### src/rtl/ray_pkg.sv
// Shared ray-pipeline types: 3-component vector (also used by the stepper) and generator FSM state.
package ray_pkg;
  localparam int RAY_WIDTH = 16;

  typedef logic [2:0][RAY_WIDTH-1:0] vec3_t;

  typedef enum logic [1:0] {
    IDLE,
    SETUP,
    EMIT,
    DONE
  } gen_state_t;
endpackage

### src/rtl/ray_generator_if.sv
// Ray output channel: valid/ready handshake carrying origin q, direction v and pixel coordinates.
interface ray_generator_if #(
  parameter int WIDTH  = 16,
  parameter int H_BITS = 7,
  parameter int V_BITS = 7
);
  logic                  rayValid;
  logic                  rayReady;
  logic [2:0][WIDTH-1:0] q;
  logic [2:0][WIDTH-1:0] v;
  logic [H_BITS-1:0]     pixelX;
  logic [V_BITS-1:0]     pixelY;

  modport master (output rayValid, q, v, pixelX, pixelY, input rayReady);
  modport slave  (input rayValid, q, v, pixelX, pixelY, output rayReady);
endinterface

### src/rtl/vec3_add.sv
// Combinational per-component wrapping add, or subtract when i_sub is set.
module vec3_add #(
  parameter int WIDTH = 16
) (
  input  logic [2:0][WIDTH-1:0] i_a,
  input  logic [2:0][WIDTH-1:0] i_b,
  input  logic                  i_sub,
  output logic [2:0][WIDTH-1:0] o_sum
);
  always_comb begin
    o_sum = '0;
    for (int i = 0; i < 3; i++) begin
      o_sum[i] = i_sub ? (i_a[i] - i_b[i]) : (i_a[i] + i_b[i]);
    end
  end
endmodule

### src/rtl/ray_generator.sv
// Camera ray source: walks a 2^H_BITS x 2^V_BITS grid row-major, forming directions with adders only.
// Define RAY_GENERATOR_ABORT_EN to add an abort input that drops the frame from SETUP/EMIT.
module ray_generator
  import ray_pkg::*;
#(
  parameter int WIDTH  = RAY_WIDTH,
  parameter int H_BITS = 7,
  parameter int V_BITS = 7
) (
  input  logic                  clock,
  input  logic                  reset,
  input  logic                  start,
`ifdef RAY_GENERATOR_ABORT_EN
  input  logic                  abort,
`endif
  input  logic [2:0][WIDTH-1:0] camPos,
  input  logic [2:0][WIDTH-1:0] camFwd,
  input  logic [2:0][WIDTH-1:0] camRight,
  input  logic [2:0][WIDTH-1:0] camDown,
  output logic                  busy,
  output logic                  frameDone,
  ray_generator_if.master       ray
);
  typedef logic [2:0][WIDTH-1:0] vec_t;

  gen_state_t        r_state;
  vec_t              r_pos;
  vec_t              r_fwd;
  vec_t              r_right;
  vec_t              r_down;
  vec_t              r_row_base;
  vec_t              r_v;
  logic [H_BITS-1:0] r_x;
  logic [V_BITS-1:0] r_y;
  logic              r_valid;
  logic              r_busy;
  logic              r_done;

  vec_t w_right_sh;
  vec_t w_down_sh;
  vec_t w_fwd_less_right;
  vec_t w_row_first;
  vec_t w_v_next_col;
  vec_t w_row_next;
  logic w_fire;
  logic w_last_col;
  logic w_last_row;
  logic w_abort;

  // Offset of pixel (0,0) from screen centre: half a row of right steps, half a column of down steps.
  always_comb begin
    w_right_sh = '0;
    w_down_sh  = '0;
    for (int i = 0; i < 3; i++) begin
      w_right_sh[i] = r_right[i] << (H_BITS - 1);
      w_down_sh[i]  = r_down[i] << (V_BITS - 1);
    end
  end

  vec3_add #(.WIDTH(WIDTH)) u_setup_right (
    .i_a(r_fwd), .i_b(w_right_sh), .i_sub(1'b1), .o_sum(w_fwd_less_right)
  );
  vec3_add #(.WIDTH(WIDTH)) u_setup_down (
    .i_a(w_fwd_less_right), .i_b(w_down_sh), .i_sub(1'b1), .o_sum(w_row_first)
  );
  vec3_add #(.WIDTH(WIDTH)) u_col_step (
    .i_a(r_v), .i_b(r_right), .i_sub(1'b0), .o_sum(w_v_next_col)
  );
  vec3_add #(.WIDTH(WIDTH)) u_row_step (
    .i_a(r_row_base), .i_b(r_down), .i_sub(1'b0), .o_sum(w_row_next)
  );

  assign w_fire     = r_valid & ray.rayReady;
  assign w_last_col = &r_x;
  assign w_last_row = &r_y;

`ifdef RAY_GENERATOR_ABORT_EN
  assign w_abort = abort & ((r_state == SETUP) | (r_state == EMIT));
`else
  assign w_abort = 1'b0;
`endif

  always_ff @(posedge clock) begin
    if (reset) begin
      r_state    <= IDLE;
      r_pos      <= '0;
      r_fwd      <= '0;
      r_right    <= '0;
      r_down     <= '0;
      r_row_base <= '0;
      r_v        <= '0;
      r_x        <= '0;
      r_y        <= '0;
      r_valid    <= 1'b0;
      r_busy     <= 1'b0;
      r_done     <= 1'b0;
    end else if (w_abort) begin
      r_state <= IDLE;
      r_valid <= 1'b0;
      r_busy  <= 1'b0;
      r_done  <= 1'b0;
    end else begin
      r_done <= 1'b0;
      case (r_state)
        IDLE: begin
          if (start) begin
            r_pos   <= camPos;
            r_fwd   <= camFwd;
            r_right <= camRight;
            r_down  <= camDown;
            r_busy  <= 1'b1;
            r_state <= SETUP;
          end
        end
        SETUP: begin
          r_row_base <= w_row_first;
          r_v        <= w_row_first;
          r_x        <= '0;
          r_y        <= '0;
          r_valid    <= 1'b1;
          r_state    <= EMIT;
        end
        EMIT: begin
          if (w_fire) begin
            if (!w_last_col) begin
              r_v <= w_v_next_col;
              r_x <= r_x + 1'b1;
            end else if (!w_last_row) begin
              r_row_base <= w_row_next;
              r_v        <= w_row_next;
              r_x        <= '0;
              r_y        <= r_y + 1'b1;
            end else begin
              r_valid <= 1'b0;
              r_busy  <= 1'b0;
              r_done  <= 1'b1;
              r_state <= DONE;
            end
          end
        end
        DONE: begin
          r_state <= IDLE;
        end
        default: begin
          r_state <= IDLE;
        end
      endcase
    end
  end

  assign ray.rayValid = r_valid;
  assign ray.q        = r_pos;
  assign ray.v        = r_v;
  assign ray.pixelX   = r_x;
  assign ray.pixelY   = r_y;
  assign busy         = r_busy;
  assign frameDone    = r_done;
endmodule

### src/flat_wrapper.sv
// flat-port wrapper written by rule: the top's interface ports become plain ports
module ray_generator_flat import ray_pkg::*;
#(
  parameter int WIDTH  = RAY_WIDTH,
  parameter int H_BITS = 7,
  parameter int V_BITS = 7
)
  (clock, reset, start, camPos, camFwd, camRight, camDown, busy, frameDone, ray_rayValid, ray_q, ray_v, ray_pixelX, ray_pixelY, ray_rayReady);
  ray_generator_if #(.WIDTH(WIDTH), .H_BITS(H_BITS), .V_BITS(V_BITS)) ray_i ();
  input  logic clock;
  input  logic reset;
  input  logic start;
  input  logic [2:0][WIDTH-1:0] camPos;
  input  logic [2:0][WIDTH-1:0] camFwd;
  input  logic [2:0][WIDTH-1:0] camRight;
  input  logic [2:0][WIDTH-1:0] camDown;
  output logic busy;
  output logic frameDone;
  output wire logic [$bits(ray_i.rayValid)-1:0] ray_rayValid;
  output wire logic [$bits(ray_i.q)-1:0] ray_q;
  output wire logic [$bits(ray_i.v)-1:0] ray_v;
  output wire logic [$bits(ray_i.pixelX)-1:0] ray_pixelX;
  output wire logic [$bits(ray_i.pixelY)-1:0] ray_pixelY;
  input wire logic [$bits(ray_i.rayReady)-1:0] ray_rayReady;
  assign ray_rayValid = ray_i.rayValid;
  assign ray_q = ray_i.q;
  assign ray_v = ray_i.v;
  assign ray_pixelX = ray_i.pixelX;
  assign ray_pixelY = ray_i.pixelY;
  assign ray_i.rayReady = ray_rayReady;
  ray_generator #(.WIDTH(WIDTH), .H_BITS(H_BITS), .V_BITS(V_BITS)) u_core (.clock(clock), .reset(reset), .start(start), .camPos(camPos), .camFwd(camFwd), .camRight(camRight), .camDown(camDown), .busy(busy), .frameDone(frameDone), .ray(ray_i));
endmodule
### config.mk
export PLATFORM = sky130hd
export DESIGN_NAME = ray_generator_flat
export DESIGN_NICKNAME = d
export VERILOG_FILES = /design/src/rtl/ray_pkg.sv /design/src/rtl/ray_generator_if.sv /design/src/rtl/vec3_add.sv /design/src/rtl/ray_generator.sv /design/src/flat_wrapper.sv
export SDC_FILE = /design/constraint.sdc
export NUM_CORES = 1
export LEC_CHECK = 0
export CELL_PAD_IN_SITES_DETAIL_PLACEMENT = 0
export CELL_PAD_IN_SITES_GLOBAL_PLACEMENT = 1
export CORE_MARGIN = 2
export CORE_UTILIZATION = 39
export DETAILED_ROUTE_END_ITERATION = 12
export HOLD_SLACK_MARGIN = 0.12
export PLACE_DENSITY_LB_ADDON = 0.1
export RECOVER_POWER = 100
export SLEW_MARGIN = 20
export SYNTH_ARGS = -nofsm -noshare
export SYNTH_HDL_FRONTEND = slang
export SYNTH_SLANG_ARGS = --single-unit
### constraint.sdc
create_clock -name clock -period 4 [get_ports clock]
set_clock_uncertainty 0.05 [all_clocks]
set_input_delay 0.6 -clock clock [delete_from_list [all_inputs] [get_ports clock]]
set_output_delay 0.6 -clock clock [all_outputs]
set_load 0.02 [all_outputs]
## After elaboration in Yosys (flattened, before gate mapping)

Index checks and enable logic that the tools add are counted.

| word-level totals | value |
|---|---|
| word-level logic and storage cells | 90 |
| register bits after elaboration | 307 |
| output and inout bits | 113 |

| cells by class | value |
|---|---|
| equal/unequal tests | 9 |
| muxes and demuxes | 27 |
| bitwise gates (word level) | 4 |
| add/sub/neg operators | 14 |
| reductions and logical operators | 12 |

Operator list:

| kind | number |
|---|---|
| $mux 48 | 5 |
| $pmux 48 s2 | 2 |
| $add 16x16->16 | 6 |
| $sub 16x16->16 | 6 |
| $mux 7 | 6 |
| $pmux 7 s2 | 2 |
| $add 7x1->7 const B | 2 |
| $reduce_and 7->1 | 2 |
| $reduce_and 4->1 | 3 |
| $mux 2 | 4 |
| $pmux 2 s4 | 1 |
| $ne 2x1->1 const B | 3 |
| $mux 1 | 5 |
| $reduce_and 5->1 | 1 |
| $eq 2x2->1 const B | 2 |
| $ne 2x2->1 const B | 2 |
| $pmux 1 s2 | 2 |
| $reduce_bool 2->1 | 2 |
| $reduce_or 4->1 | 1 |
| $ne 3x3->1 const B | 1 |
| $not 1->1 | 3 |
| $reduce_and 3->1 | 1 |
| $eq 2x1->1 const B | 1 |
| $logic_not 2->1 | 1 |
| other kinds (2) | 2 |

## Depth between registers and ports, before layout

Gate-level depths: netlist of run 1.

| logic depth | value |
|---|---|
| word-level depth | 5 |
| mapped depth | 12 |
| depth with buffers taken out | 12 |

## By module

A second synthesis of run 1 with hierarchy kept.

| unflattened totals | value |
|---|---|
| cell total of the unflattened synthesis | 3193 |
| area total of the unflattened synthesis | 24310.8 µm² |

By module, submodules not included:

| module | instances | area an instance (µm²) | cells an instance |
|---|---|---|---|
| ray_generator | 1 | 12070.3 | 1419 |
| vec3_add at u_core.u_row_step | 1 | 3098.0 | 453 |
| vec3_add at u_core.u_setup_right | 1 | 3095.5 | 447 |
| vec3_add at u_core.u_setup_down | 1 | 3024.2 | 436 |
| vec3_add at u_core.u_col_step | 1 | 3022.9 | 438 |

## Least setup slack after synthesis of run 1

No wires, ideal clock.

| path | value |
|---|---|
| kind | reg-to-reg |
| start point | register u_core.r_down[17] (netlist name) |
| end point | register u_core.r_row_base[31] (netlist name) |
| library setup time | 75 ps |
| arrival time | 2740 ps |
| period minus slack after synthesis | 2864 ps |
| stages on the path, launching flop included | 12 |
| required time | 3875 ps |
| setup slack | 1136 ps |
| path buffers | 0 |
| cells stage by stage | dfxtp_1 -> inv_1 -> fa_1 -> ha_1 -> o21a_1 -> o21ai_0 -> a21oi_1 -> nor3_1 -> a21oi_1 -> xnor2_1 -> or3_1 -> a31oi_1 |

| between the ends | value |
|---|---|
| longest elaborated chain between the ends | 5 |
| elaborated cells between the ends (all ways) | 6 |
| those cells by class | add/sub: 2; mux: 4 |

Ends and longest elaborated chain:

| item | line | RTL |
|---|---|---|
| start: declaration | ray_generator.sv:30 | `vec_t r_down;` |
| start signal: assignment | ray_generator.sv:110 | `r_down <= camDown;` |
| $add 16x16->16 | vec3_add.sv:13 | `o_sum[i] = i_sub ? (i_a[i] - i_b[i]) : (i_a[i] + i_b[i]);` |
| $mux 48 | ray_generator.sv:128 | `end else if (!w_last_row) begin` |
| $mux 48 | ray_generator.sv:125 | `if (!w_last_col) begin` |
| $mux 48 | ray_generator.sv:124 | `if (w_fire) begin` |
| $pmux 48 s2 (*) | ray_generator.sv:104 | `case (r_state)` |
| end signal: assignment | ray_generator.sv:116 | `r_row_base <= w_row_first;` |
| end signal: assignment | ray_generator.sv:129 | `r_row_base <= w_row_next;` |
| end: declaration | ray_generator.sv:31 | `vec_t r_row_base;` |

Mark *: on every way between the ends. The rest lies on a longest branch, timed or not. The select of a mux whose other input is x is not followed.
A chain may end at the register's enable or synchronous reset.

## Worst setup path after layout of run 1

| path | value |
|---|---|
| start point | register u_core.r_x[0], in the netlist u_core.ray.pixelX[0] |
| end point | register u_core.r_v (netlist bit u_core.ray.v[19]) |

| between the ends | value |
|---|---|
| longest elaborated chain between the ends | 4 |
| elaborated cells between the ends (all ways) | 6 |
| those cells by class | eq/ne: 1; mux: 3; reduce/logical: 2 |

Ends and longest elaborated chain:

| item | line | RTL |
|---|---|---|
| start: declaration | ray_generator.sv:33 | `logic [H_BITS-1:0] r_x;` |
| start signal: assignment | ray_generator.sv:127 | `r_x <= r_x + 1'b1;` |
| $reduce_and 7->1 (*) | ray_generator.sv:74 | `assign w_last_col = &r_x;` |
| $mux 48 | ray_generator.sv:125 |  |
| $mux 48 | ray_generator.sv:124 |  |
| $pmux 48 s2 | ray_generator.sv:104 |  |
| end signal: assignment | ray_generator.sv:117 | `r_v <= w_row_first;` |
| end signal: assignment | ray_generator.sv:126 | `r_v <= w_v_next_col;` |
| end signal: assignment | ray_generator.sv:130 | `r_v <= w_row_next;` |
| end: declaration | ray_generator.sv:32 | `vec_t r_v;` |

Marked as above.

==> impl_metrics.py, run 1 <==
metrics = {
    "global_route": {
        "antenna_found_initial": 0,
        "grt_pass1_wl_um": 95600,
        "grt_pass1_vias": 16800,
        "grt-ovfl-total": 0,
        "grt_max_degree": 177,
        "gr-usage-all-layers": 0.258,
    },
    "power_and_ir_drop": {
        "powerDensity_nw_per_um2": 761,
        "p_total_w": 0.0173,
        "power_leakage_nw": 9.24,
        "irDropWorstVdd_mv": 0.399,
    },
    "worst_hold_path": {
        "hold_class": "input pin to flip-flop",
    },
    "clock_tree": {
        "root_buffer": "clkbuf_16",
        "cts_buffer_depth": 3,
        "cts_setup_buffers": 0,
        "clkLatencyLatePin_ps": 570,
        "cts_inserted_buffers": 37,
        "cts_tree": "yes",
        "ctsResizeCount": 0,
        "h-tree-depth": 2,
        "clkSlewWorstSetupHoldPaths_ps": 60,
        "hold_buffers": 0,
        "cts_num_sinks": 307,
    },
    "setup_path": {
        "critPathLaunchType": "flip-flop",
        "end_kind": "flip-flop",
        "path_max_fanout": 19,
        "crit_family": "simple AND/OR/NAND/NOR gates",
        "arrival_ps": 3950,
        "crit_buf_inv": 2,
        "critPathKind": "flip-flop to flip-flop",
        "worst_path_max_delay_cell": "or2_0",
        "crit_chain": "ha_1 > nand3_1 > or2_0 > nor2_2 > a21oi_4 > buf_4 > clkbuf_1 > o21ai_0 > a311oi_1",
        "slowest_delay_ps": 1000,
        "cp.required_ps": 4420,
    },
    "synth": {
        "ys.warnings.count": 0,
        "ys_types": 83,
        "syn_nets": 2649,
        "ys_seq_area_frac": 0.345,
        "synthArstFlopShare": 0,
        "synth-edff-count": 0,
        "synthFlopType": "dfxtp_1",
        "synth_area_sq_um": 17800,
        "syn_avg_cell_area_sq_um": 7.75,
        "syn_inst": 2295,
        "ys_ff_latch": 307,
    },
    "floorplan": {
        "die-area_sq_um": 47300,
        "coreArea_sq_um": 45200,
        "pin_count": 309,
        "row_count": 78,
        "start_util": 0.394,
        "die_x_um": 218,
        "dieHeight_um": 218,
    },
    "detailed_routing": {
        "drt-initial-drc-count": 886,
        "via_per_inst": 5.36,
        "route.detailed.drc": 0,
        "ant_nets": 0,
        "drt_first_pass_iters": 5,
        "wl_um": 61300,
        "vias": 17000,
        "wl_per_cell_um": 19.3,
    },
    "run_status": {
        "outcome": "complete, but fails checks",
        "violations": "capacitance limit, slew limit",
    },
    "sta": {
        "maxSlewViolCount": 61,
        "hold_violations": 0,
        "relSlewSlack": -0.513,
        "max_freq_ghz": 0.283,
        "rsz0062_at_grt": "false",
        "worstMarginPinSlew_ps": 2260,
        "finalSetupViolCount": 0,
        "setup-tns-final_ps": 0,
        "period_share": 0.883,
        "fin_crit_ps": 3530,
    },
    "final_layout": {
        "final_core_util": 0.504,
        "n_antenna_cell": 0,
        "fin_cells": 3175,
        "drive_above_1_share": 0.0458,
        "finalNetCount": 2904,
        "design_area_sq_um": 22800,
        "area_growth_pct": 28.0,
    },
    "run": {
        "maxCapViolCount": 1,
    },
    "placed_design": {
        "placed_cells": 3111,
        "hpwl_um": 46300,
        "globalplace.congestion": 0.881,
        "io_buffers": 308,
        "placed_cell_area_sq_um": 21500,
    },
}
## final timing paths
path	from	to	slack, ps	cells past startpoint
worst min register to register	u_core.ray.q[20]$_SDFFE_PP0P_	u_core.ray.q[20]$_SDFFE_PP0P_	400	2
worst min-delay path	reset	u_core.r_right[31]$_SDFFE_PP0P_	360	2
worst max-delay path	u_core.ray.pixelX[0]$_SDFFE_PP0P_	u_core.ray.v[19]$_SDFFE_PP0P_	470	9
worst max register to register	u_core.ray.pixelX[0]$_SDFFE_PP0P_	u_core.ray.v[19]$_SDFFE_PP0P_	470	9
## stage by stage
step           setup slack, ps  hold slack, ps
5_1_grt                    296             358
6_report                   467             362
4_1_cts                    780             329
3_5_place_dp               818             398
3_3_place_gp               835             391
2_1_floorplan             1140             382
## Yosys cell counts, types with 20 or more instances
library cell  count  share of area
o211ai_1         22         0.0093
a21oi_1         308          0.087
o21ai_0          61          0.017
xnor2_1          61          0.030
dfxtp_1         307           0.35
inv_1            88          0.019
fa_1             33          0.037
o21a_1           20         0.0084
a21o_1           33          0.014
a211oi_1         61          0.026
nand2_1         512           0.11
nor3_1           77          0.022
clkbuf_1         95          0.020
nor2_1          151          0.032
nand3_1          42          0.012
xor2_1           34          0.017
ha_1            125          0.088
## layer usage
| metal | up-vias | part of all wire | global-route usage |
|---|---|---|---|
| li1 | 8497 | - | - |
| met4 | 0 | 0.036 | 0.101 |
| met3 | 111 | 0.062 | 0.0534 |
| met5 | - | 0 | 0 |
| met1 | 7945 | 0.45 | 0.332 |
| met2 | 467 | 0.45 | 0.421 |
## cells by family after synthesis
family,Yosys count,share of synthesized area
mux,16,0.00921
xor+xnor,95,0.0468
compound gates,621,0.216
buf+inv,213,0.0461
fa+ha+maj,158,0.125
flops,307,0.345
simple gates,885,0.212
## report_power, final
group	internal [W]	leakage, nW	switching, W
Clock	0.00228	0.644	0.00139
Sequential	0.00379	2.52	0.000648
Combinational	0.00352	6.08	0.00570
## area by class of cell
class	instances	area, sq um
Clock buffer	53	1130
Clock inverter	11	189
Timing Repair Buffer	339	3380
Inverter	90	338
Fill cell	4488	22400
Sequential cell	307	6150
Multi-Input combinational cell	1775	10800
Tap cell	600	751
## state kept, by name, indices dropped and copies added, names as in the netlist, 2 cells and up
name and count:
u_core.r_down 48, u_core.r_fwd 48, u_core.r_right 48, u_core.r_row_base 48, u_core.r_state 2, u_core.ray.pixelX 7, u_core.ray.pixelY 7, u_core.ray.q 48
u_core.ray.v 48
## cell usage in the layout (no fill, tap or decap), types with 14 or more instances in the layout
| cell | count |
|---|---|
| nand3_1 | 42 |
| clkdlybuf4s50_1 | 194 |
| clkbuf_16 | 39 |
| fa_1 | 33 |
| inv_1 | 88 |
| buf_4 | 21 |
| a21oi_1 | 307 |
| xor2_1 | 34 |
| xnor2_1 | 61 |
| dlygate4sd3_1 | 113 |
| and3_1 | 17 |
| a211oi_1 | 62 |
| nor3_1 | 77 |
| o211ai_1 | 22 |
| or3_1 | 15 |
| o21ai_0 | 62 |
| o21bai_1 | 14 |
| a21o_1 | 32 |
| o21a_1 | 20 |
| nand2_1 | 512 |
| dfxtp_1 | 307 |
| ha_1 | 124 |
| a31oi_1 | 17 |
| nor2_1 | 151 |
(Power assumes the default switching activity.)
==> run 2, diff against run 1 <==
--- a/config.mk
+++ b/config.mk
@@ -11,7 +11,7 @@
 export CORE_UTILIZATION = 39
 export DETAILED_ROUTE_END_ITERATION = 12
 export HOLD_SLACK_MARGIN = 0.12
-export PLACE_DENSITY_LB_ADDON = 0.1
+export PLACE_DENSITY = 0.81
 export RECOVER_POWER = 100
 export SLEW_MARGIN = 20
 export SYNTH_ARGS = -nofsm -noshare
==> impl_metrics.py, run 2 (same netlist as run 1, synthesis figures left out) <==
metrics = {
    "final_layout": {
        "drive_above_1_share": 0.0435,
        "area_growth_pct": 27.6,
        "n_antenna_cell": 0,
        "layout_commonest_cell": "nand2_1",
        "n_fill_cell": 4355,
        "finalNetCount": 2899,
        "final_cell_mix": "511 x nand2_1, 307 x a21oi_1, 307 x dfxtp_1",
    },
    "detailed_routing": {
        "ant_nets": 0,
        "via_per_inst": 5.46,
        "vias": 17300,
        "drt-initial-drc-count": 1210,
        "wl_per_cell_um": 19.2,
        "drt_first_pass_iters": 5,
        "route.detailed.drc": 0,
        "wl_um": 60800,
    },
    "setup_path": {
        "end_kind": "flip-flop",
        "worst_path_max_delay_cell": "ha_1",
        "r2r_end": "u_core.ray.v[15]$_SDFFE_PP0P_",
        "critPathLaunchType": "flip-flop",
        "slowest_delay_ps": 810,
        "critPathKind": "flip-flop to flip-flop",
        "arrival_ps": 3920,
        "reg2reg_from": "u_core.r_state[0]$_SDFFE_PP0P_",
        "rrSetupSlack_ps": 480,
        "cp.required_ps": 4410,
        "crit_chain": "inv_1 > ha_1 > inv_2 > nor2_1 > a21o_2 > buf_4 > a21oi_1 > a31o_2 > o311ai_0",
        "reg2reg_depth": 9,
        "path_max_fanout": 20,
    },
    "global_route": {
        "grt_max_degree": 193,
        "grt_pass1_wl_um": 95200,
        "grt_pass1_vias": 16900,
        "gr-usage-all-layers": 0.254,
        "antenna_found_initial": 2,
        "grt-ovfl-total": 0,
    },
    "sta": {
        "hold_violations": 0,
        "worstMarginPinSlew_ps": 2210,
        "relSlewSlack": -0.471,
        "max_freq_ghz": 0.284,
        "rsz0062_at_grt": "false",
        "fin_crit_ps": 3520,
        "maxSlewViolCount": 193,
        "finalSetupViolCount": 0,
        "setup-tns-final_ps": 0,
        "period_share": 0.880,
    },
    "power_and_ir_drop": {
        "p_total_w": 0.0172,
        "power_leakage_nw": 9.21,
        "powerDensity_nw_per_um2": 759,
        "irDropWorstVdd_mv": 0.327,
    },
    "worst_hold_path": {
        "hold_class": "flip-flop to flip-flop",
        "worst_hold_path.num_cells": 2,
        "min_from": "u_core.ray.q[10]$_SDFFE_PP0P_",
        "holdPathEnd": "u_core.ray.q[10]$_SDFFE_PP0P_",
    },
    "clock_tree": {
        "cts_tree": "yes",
        "cts_buffer_depth": 3,
        "clkLatencyLatePin_ps": 570,
        "cts_inserted_buffers": 38,
        "h-tree-depth": 2,
        "cts_num_sinks": 307,
        "hold_buffers": 0,
        "root_buffer": "clkbuf_16",
        "ctsResizeCount": 0,
        "cts_setup_buffers": 0,
        "clkSlewWorstSetupHoldPaths_ps": 60,
    },
    "floorplan": {
        "die-area_sq_um": 47300,
        "pin_count": 309,
        "die_x_um": 218,
        "start_util": 0.394,
        "coreArea_sq_um": 45200,
        "row_count": 78,
        "dieHeight_um": 218,
    },
    "placed_design": {
        "io_buffers": 308,
        "hpwl_um": 45200,
        "globalplace.congestion": 0.993,
    },
    "run_status": {
        "outcome": "complete, but fails checks",
        "violations": "capacitance limit, slew limit",
    },
    "run": {
        "maxCapViolCount": 1,
    },
}
[run 2: changes by cell type in the layout (fill, tap and decap cells not counted), sizes merged]
cell    delta
inv        +1
buf        -8
bufinv     +1
clkbuf     +4
clkinv     -1
[run 2: area by class of cell]
class                      instances  area, sq um  share of cell area
clock inverter                    12          234              0.0103
inverter                          90          338              0.0149
timing repair buffer             333         3300               0.145
multi-input combinational       1775        10800               0.477
clock buffer                      55         1100              0.0487
sequential                       307         6150               0.271
tap                              600          751              0.0331
[run 2: worst max-delay path by stage]
stage	cells after the start	slack, ps	from	endpoint
global placement	11	890	u_core.r_down[17]$_SDFFE_PP0P_	u_core.r_row_base[31]$_SDFFE_PP0P_
detailed placement	11	860	u_core.r_down[17]$_SDFFE_PP0P_	u_core.r_row_base[31]$_SDFFE_PP0P_
floorplan	11	1140	u_core.r_down[17]$_SDFFE_PP0P_	u_core.r_row_base[31]$_SDFFE_PP0P_
finish	9	480	u_core.r_state[0]$_SDFFE_PP0P_	u_core.ray.v[15]$_SDFFE_PP0P_
global route	9	290	u_core.r_state[0]$_SDFFE_PP0P_	u_core.r_row_base[33]$_SDFFE_PP0P_
CTS	11	840	u_core.r_right[17]$_SDFFE_PP0P_	u_core.r_row_base[31]$_SDFFE_PP0P_
[run 2: critical path, delay by kind of cell, from the launching register on]
kind            cells  cell delay (ps)
compound gates      4              980
fa+ha+maj           1              810
buf+inv             3              470
flops               1              310
simple gates        1              780
[run 2: power by group]
group          leakage (nW)  internal [W]  switching [W]
clock                 0.647       0.00231        0.00140
sequential             2.52       0.00379       0.000647
combinational          6.04       0.00343        0.00566
total                  9.21       0.00952        0.00771
[run 2: through the flow]
step | setup slack (ps) | std cells | utilization | instance area [sq um] | hold slack [ps]
after floorplan | 1140 | 2295 | - | 17800 | 382
after global placement | 888 | 3105 | 0.474 | 21400 | 391
after CTS | 841 | 3172 | 0.504 | 22800 | 367
after global routing | 286 | 3172 | 0.503 | 22700 | 407
after detailed placement | 856 | 3105 | 0.474 | 21400 | 398
final | 482 | 3172 | 0.503 | 22700 | 398
[run 2: per-layer routing]
metal	vias up	track usage	wire [um]
met5	-	0	13
met2	610	0.413	27400
met1	8127	0.332	26700
met3	119	0.0513	4590
met4	2	0.0943	2210
li1	8475	-	-
